File: config.mk
export PLATFORM = sky130hd
export DESIGN_NAME = nonce_search
export DESIGN_NICKNAME = d
export VERILOG_FILES = /design/src/rtl/nonce_search.sv
export SDC_FILE = /design/constraint.sdc
export NUM_CORES = 1
export LEC_CHECK = 0
export ABC_AREA = 1
export ABC_CLOCK_PERIOD_IN_PS = 14500
export BUFFER_PORTS_ARGS = -buffer_cell sky130_fd_sc_hd__buf_2
export CAP_MARGIN = 20
export CORE_MARGIN = 2
export CORE_UTILIZATION = 37
export CTS_BUF_LIST = sky130_fd_sc_hd__clkbuf_4 sky130_fd_sc_hd__clkbuf_8
export DETAILED_ROUTE_END_ITERATION = 10
export HOLD_SLACK_MARGIN = 0.12
export PLACE_DENSITY = 0.66
export SLEW_MARGIN = 20
export SYNTH_ARGS = -nofsm -noshare
export SYNTH_HDL_FRONTEND = slang
export SYNTH_SLANG_ARGS = --single-unit
File: constraint.sdc
create_clock -name clk -period 14.5 [get_ports clk]
set_clock_uncertainty 0.1 [all_clocks]
set_input_delay 0.725 -clock clk [delete_from_list [all_inputs] [get_ports clk]]
set_output_delay 0.725 -clock clk [all_outputs]
set_load 0.01 [all_outputs]
File: src/rtl/nonce_search.sv
// nonce_search: latches a block header and a nonce range, then hashes each
// nonce in ascending order with a byte-serial 24-bit toy hash. Reports the
// first nonce whose H0 is below the target (valid) or that the range ran out
// (exhausted).
// Optional feature macro: NONCE_SEARCH_CONT_EN -- when defined, a hit does not
// end the search; every hitting nonce in the range is reported.

module nonce_search #(
  parameter int          HDR_BYTES = 12,
  parameter logic [23:0] INIT_H    = 24'h0189FE
) (
  input  logic                   clk,
  input  logic                   reset,
  input  logic                   start,
  input  logic [8*HDR_BYTES-1:0] header,
  input  logic [7:0]             target,
  input  logic [31:0]            nonce_start,
  input  logic [31:0]            nonce_end,
  output logic                   busy,
  output logic                   valid,
  output logic [31:0]            nonce,
  output logic                   exhausted,
  output logic [23:0]            hash_out
);

  localparam int HDR_W     = 8 * HDR_BYTES;
  localparam int MSG_BYTES = HDR_BYTES + 4;
  localparam int MSG_W     = 8 * MSG_BYTES;
  localparam int CNT_W     = $clog2(MSG_BYTES);
  localparam logic [CNT_W-1:0] LAST_BYTE = CNT_W'(MSG_BYTES - 1);

  typedef enum logic [1:0] {
    IDLE,
    HASH,
    CHECK,
    DONE
  } state_t;

  state_t           state_q, state_d;
  logic [HDR_W-1:0] header_q, header_d;
  logic [7:0]       target_q, target_d;
  logic [31:0]      cur_q, cur_d;
  logic [31:0]      end_q, end_d;
  logic [CNT_W-1:0] byteCnt_q, byteCnt_d;
  logic [7:0]       h0_q, h0_d;
  logic [7:0]       h1_q, h1_d;
  logic [7:0]       h2_q, h2_d;
  logic             busy_q, busy_d;
  logic             valid_q, valid_d;
  logic [31:0]      nonce_q, nonce_d;
  logic             exhausted_q, exhausted_d;
  logic [23:0]      hashOut_q, hashOut_d;

  logic [MSG_W-1:0] msgShift;
  logic [7:0]       curByte;
  logic [7:0]       mixT;
  logic             hit;
  logic             atEnd;
  logic             stopSearch;

  // Pick the message byte for this round, mix it into the hash state and
  // decide whether the current nonce ends the search.
  always_comb begin
    msgShift = {header_q, cur_q} << (8 * byteCnt_q);
    curByte  = msgShift[MSG_W-1 -: 8];
    mixT     = h2_q + curByte;
    hit      = (h0_q < target_q);
    atEnd    = (cur_q == end_q);
`ifdef NONCE_SEARCH_CONT_EN
    stopSearch = atEnd;
`else
    stopSearch = hit || atEnd;
`endif
  end

  // Next-state and output logic; pulses default low so they last one cycle.
  always_comb begin
    state_d     = state_q;
    header_d    = header_q;
    target_d    = target_q;
    cur_d       = cur_q;
    end_d       = end_q;
    byteCnt_d   = byteCnt_q;
    h0_d        = h0_q;
    h1_d        = h1_q;
    h2_d        = h2_q;
    busy_d      = busy_q;
    valid_d     = 1'b0;
    nonce_d     = nonce_q;
    exhausted_d = 1'b0;
    hashOut_d   = hashOut_q;

    case (state_q)
      IDLE: begin
        if (start) begin
          header_d           = header;
          target_d           = target;
          cur_d              = nonce_start;
          end_d              = nonce_end;
          byteCnt_d          = '0;
          {h0_d, h1_d, h2_d} = INIT_H;
          busy_d             = 1'b1;
          state_d            = (nonce_end < nonce_start) ? DONE : HASH;
        end
      end

      HASH: begin
        h2_d = h1_q ^ mixT;
        h1_d = h0_q + mixT;
        h0_d = {mixT[4:0], mixT[7:5]} ^ h2_q;
        if (byteCnt_q == LAST_BYTE) begin
          byteCnt_d = '0;
          state_d   = CHECK;
        end else begin
          byteCnt_d = byteCnt_q + 1'b1;
        end
      end

      CHECK: begin
        hashOut_d = {h0_q, h1_q, h2_q};
        if (hit) begin
          valid_d = 1'b1;
          nonce_d = cur_q;
        end
        if (stopSearch) begin
          busy_d      = 1'b0;
          exhausted_d = !hit;
          state_d     = DONE;
        end else begin
          cur_d              = cur_q + 32'd1;
          byteCnt_d          = '0;
          {h0_d, h1_d, h2_d} = INIT_H;
          state_d            = HASH;
        end
      end

      DONE: begin
        // busy is still high only when an empty range skipped hashing.
        exhausted_d = busy_q;
        busy_d      = 1'b0;
        state_d     = IDLE;
      end

      default: state_d = IDLE;
    endcase
  end

  // State register; reset drops any search in flight and clears the outputs.
  always_ff @(posedge clk or posedge reset) begin
    if (reset) begin
      state_q     <= IDLE;
      header_q    <= '0;
      target_q    <= '0;
      cur_q       <= '0;
      end_q       <= '0;
      byteCnt_q   <= '0;
      h0_q        <= '0;
      h1_q        <= '0;
      h2_q        <= '0;
      busy_q      <= 1'b0;
      valid_q     <= 1'b0;
      nonce_q     <= '0;
      exhausted_q <= 1'b0;
      hashOut_q   <= '0;
    end else begin
      state_q     <= state_d;
      header_q    <= header_d;
      target_q    <= target_d;
      cur_q       <= cur_d;
      end_q       <= end_d;
      byteCnt_q   <= byteCnt_d;
      h0_q        <= h0_d;
      h1_q        <= h1_d;
      h2_q        <= h2_d;
      busy_q      <= busy_d;
      valid_q     <= valid_d;
      nonce_q     <= nonce_d;
      exhausted_q <= exhausted_d;
      hashOut_q   <= hashOut_d;
    end
  end

  assign busy      = busy_q;
  assign valid     = valid_q;
  assign nonce     = nonce_q;
  assign exhausted = exhausted_q;
  assign hash_out  = hashOut_q;

endmodule

==> impl_metrics.tcl <==
set metrics [dict create \
    start_kind "flop" \
    grt_start_max_net_pins 135 \
    min_period_ps 4910 \
    initial_core_util_pct 37.7 \
    grt_pass1_wl_mm 70.1 \
    mostFrequentLayoutCell "nand2_1" \
    critPathRequiredTime_ps 14880 \
    status "complete, no violations" \
    ys_seq_area_share_pct 45.1 \
    vias 12400 \
    finalCritPeriodShare_pct 33.9 \
    syn_inst 1658 \
    clockBufferDepth 3 \
    antenna_left 0 \
    worstPathMaxFanout 70 \
    place_ws_ps 9700 \
    gp_congestion 0.910 \
    die-area_um2 40100 \
    synthTopCellsByArea "dfrtp_1 (45%), mux2_2 (8.1%), nand2_1 (8.1%)" \
    path_class "reg -> reg" \
    drt_iter0_drc 748 \
    hold_ws_ps 217 \
    rsz0062_at_grt "no" \
    syn_avg_cell_area_um2 8.59 \
    num_antenna_cells 0 \
    cts_max_level 2 \
    drive_gt1_share_pct 27.4 \
    max_freq_mhz 204 \
    endpoint_kind "flop" \
    io_pins 230 \
    maxCapViolCount 0 \
    synth_cell_types 41 \
    insertion_delay_ps 600 \
    slew-limit-headroom_pct 33.4 \
    first_global_vias 12200 \
    critPathMaxStageDelay_ps 750 \
    layout_common_cells "nand2_1 (308), dfrtp_1 (256), buf_2 (229), o21ai_0 (167), inv_1 (158)" \
    grt_use_total_pct 22.3 \
    die_h_um 200 \
    fin_nets 2100 \
    power_density_nw_per_um2 239 \
    rows 71 \
    post_drt_wl_per_cell_um 18.7 \
    synth_top_area_share_pct 45.1 \
    cts_num_sinks 257 \
    syn_nets 1889 \
    yosysTopAreaCell "dfrtp_1" \
    hold_viol_final 0 \
    post_cts_resized 0 \
    worst-path-buf-inv 8 \
    core-area_um2 37800 \
    hold_class "in -> async" \
    synth-warning-count 0 \
    vdd.ir_drop.worst_uv 96.9 \
    rrSetupSlack_ps 9590 \
    drc_errors 0 \
    cp_slowest_cell "inv_2" \
    fin_ws_ps 9590 \
    cts_made_buffers 47 \
    die_w_um 200 \
    postCtsSetupRepairBufs 0 \
    cts_tree "done" \
    clockRootBuffer "clkbuf_8" \
    numPortBuffers 229 \
    synth.cell_area_um2 14200 \
    finalSetupTns_ps 0 \
    vias_per_cell 5.13 \
    grt-ovfl-total 0 \
    syn2layout_area_growth_pct 17.9 \
    setup_violations 0 \
    first_pass_iters 7 \
    antenna_found_initial 0 \
    routed_wl_mm 45.0 \
    hpwl_mm 33.8 \
    drv_slew 0 \
    synth-seq-cells 257 \
    postCtsHoldBufs 0 \
    p_leak_nw 8.22 \
    path_clk_slew_ps 70 \
    path_delay_family "buffers and inverters" \
    worstMarginPinSlew_ps 1000 \
    critical_path_arrival_ps 5290 \
]
[per-stage QoR]
step	area, um^2	power [mW]	util, %	instances
4_1_cts	16800	4.02	44.5	2412
5_1_grt	16800	4.33	44.5	2412
3_3_place_gp	15800	3.20	41.8	2331
3_5_place_dp	15800	3.24	41.8	2331
6_report	16800	4.01	44.5	2412
2_1_floorplan	14200	2.67	-	1658
[synth_stat cells, drive strengths merged]
master and count:
nand4 14, inv 179, o21bai 2, clkinv 3, o211ai 7, mux2 103
a21o 2, o31ai 4, o21ai 214, a21oi 84, clkbuf 43, o221ai 15
a22oi 4, nand2 341, buf 33, nand3 81, or2 6, dfrtp 257
nand3b 1, nor3b 2, ha 58, a31oi 3, o31a 1, o21a 1
fa 2, a31o 1, xnor2 18, nor3 18, nor2 128, xor2 25
o22ai 8
[where the power goes]
group | total [mW] | leakage (nW) | switching, mW | internal, mW
combinational | 1.93 | 4.59 | 1.20 | 0.729
sequential | 1.32 | 3.08 | 0.264 | 1.06
clock | 0.762 | 0.549 | 0.310 | 0.452
[cells by family after synthesis]
logic type | count (synthesis) | share of synthesized area (%)
DFF | 257 | 45.1
buffers and inverters | 258 | 7.27
AOI/OAI and AO/OA | 346 | 13.8
xor gates and xnor gates | 43 | 2.64
muxes | 103 | 8.14
adders and majority gates | 60 | 5.38
and+or+nand+nor | 591 | 17.6
[layout make-up]
| cell class | count | area [um^2] |
|---|---|---|
| Fill cell | 3746 | 21000 |
| Timing Repair Buffer | 238 | 1210 |
| Tap cell | 511 | 639 |
| Sequential cell | 257 | 6430 |
| Clock buffer | 74 | 918 |
| Inverter | 182 | 693 |
| Clock inverter | 7 | 110 |
| Multi-Input combinational cell | 1143 | 6790 |
[final timing paths]
| kind | startpoint | to | depth (start not counted) |
|---|---|---|---|
| setup / recovery | byteCnt_q[0] | h1_q[7] | 26 |
| hold / removal | reset | header_q[43] | 2 |
| setup reg to reg | byteCnt_q[0] | h1_q[7] | 26 |
| hold reg to reg | hash_out[8] | hash_out[8] | 2 |
| max in group asynchronous | reset | hash_out[8] | 3 |
| min in group clk | header[88] | header_q[88] | 2 |
[sequential cells by signal, summed over array words and instances, names as in the netlist]
register and flops:
hash_out 24, header_q 96, busy 1, target_q 8, byteCnt_q 4, valid 1, state_q 2, end_q 32
exhausted 1, nonce 32, cur_q 32, h2_q 8, h1_q 8, h0_q 8
[routing by layer]
layer / part of all wire (%) / track usage (%) / up-vias
met5: 0 / 0 / -
met4: 2.7 / 7.14 / 0
met3: 7.3 / 5.16 / 78
met2: 45 / 34.6 / 441
met1: 45 / 30.9 / 5927
li1: - / - / 5922
Power figures use the tool's default switching activity.
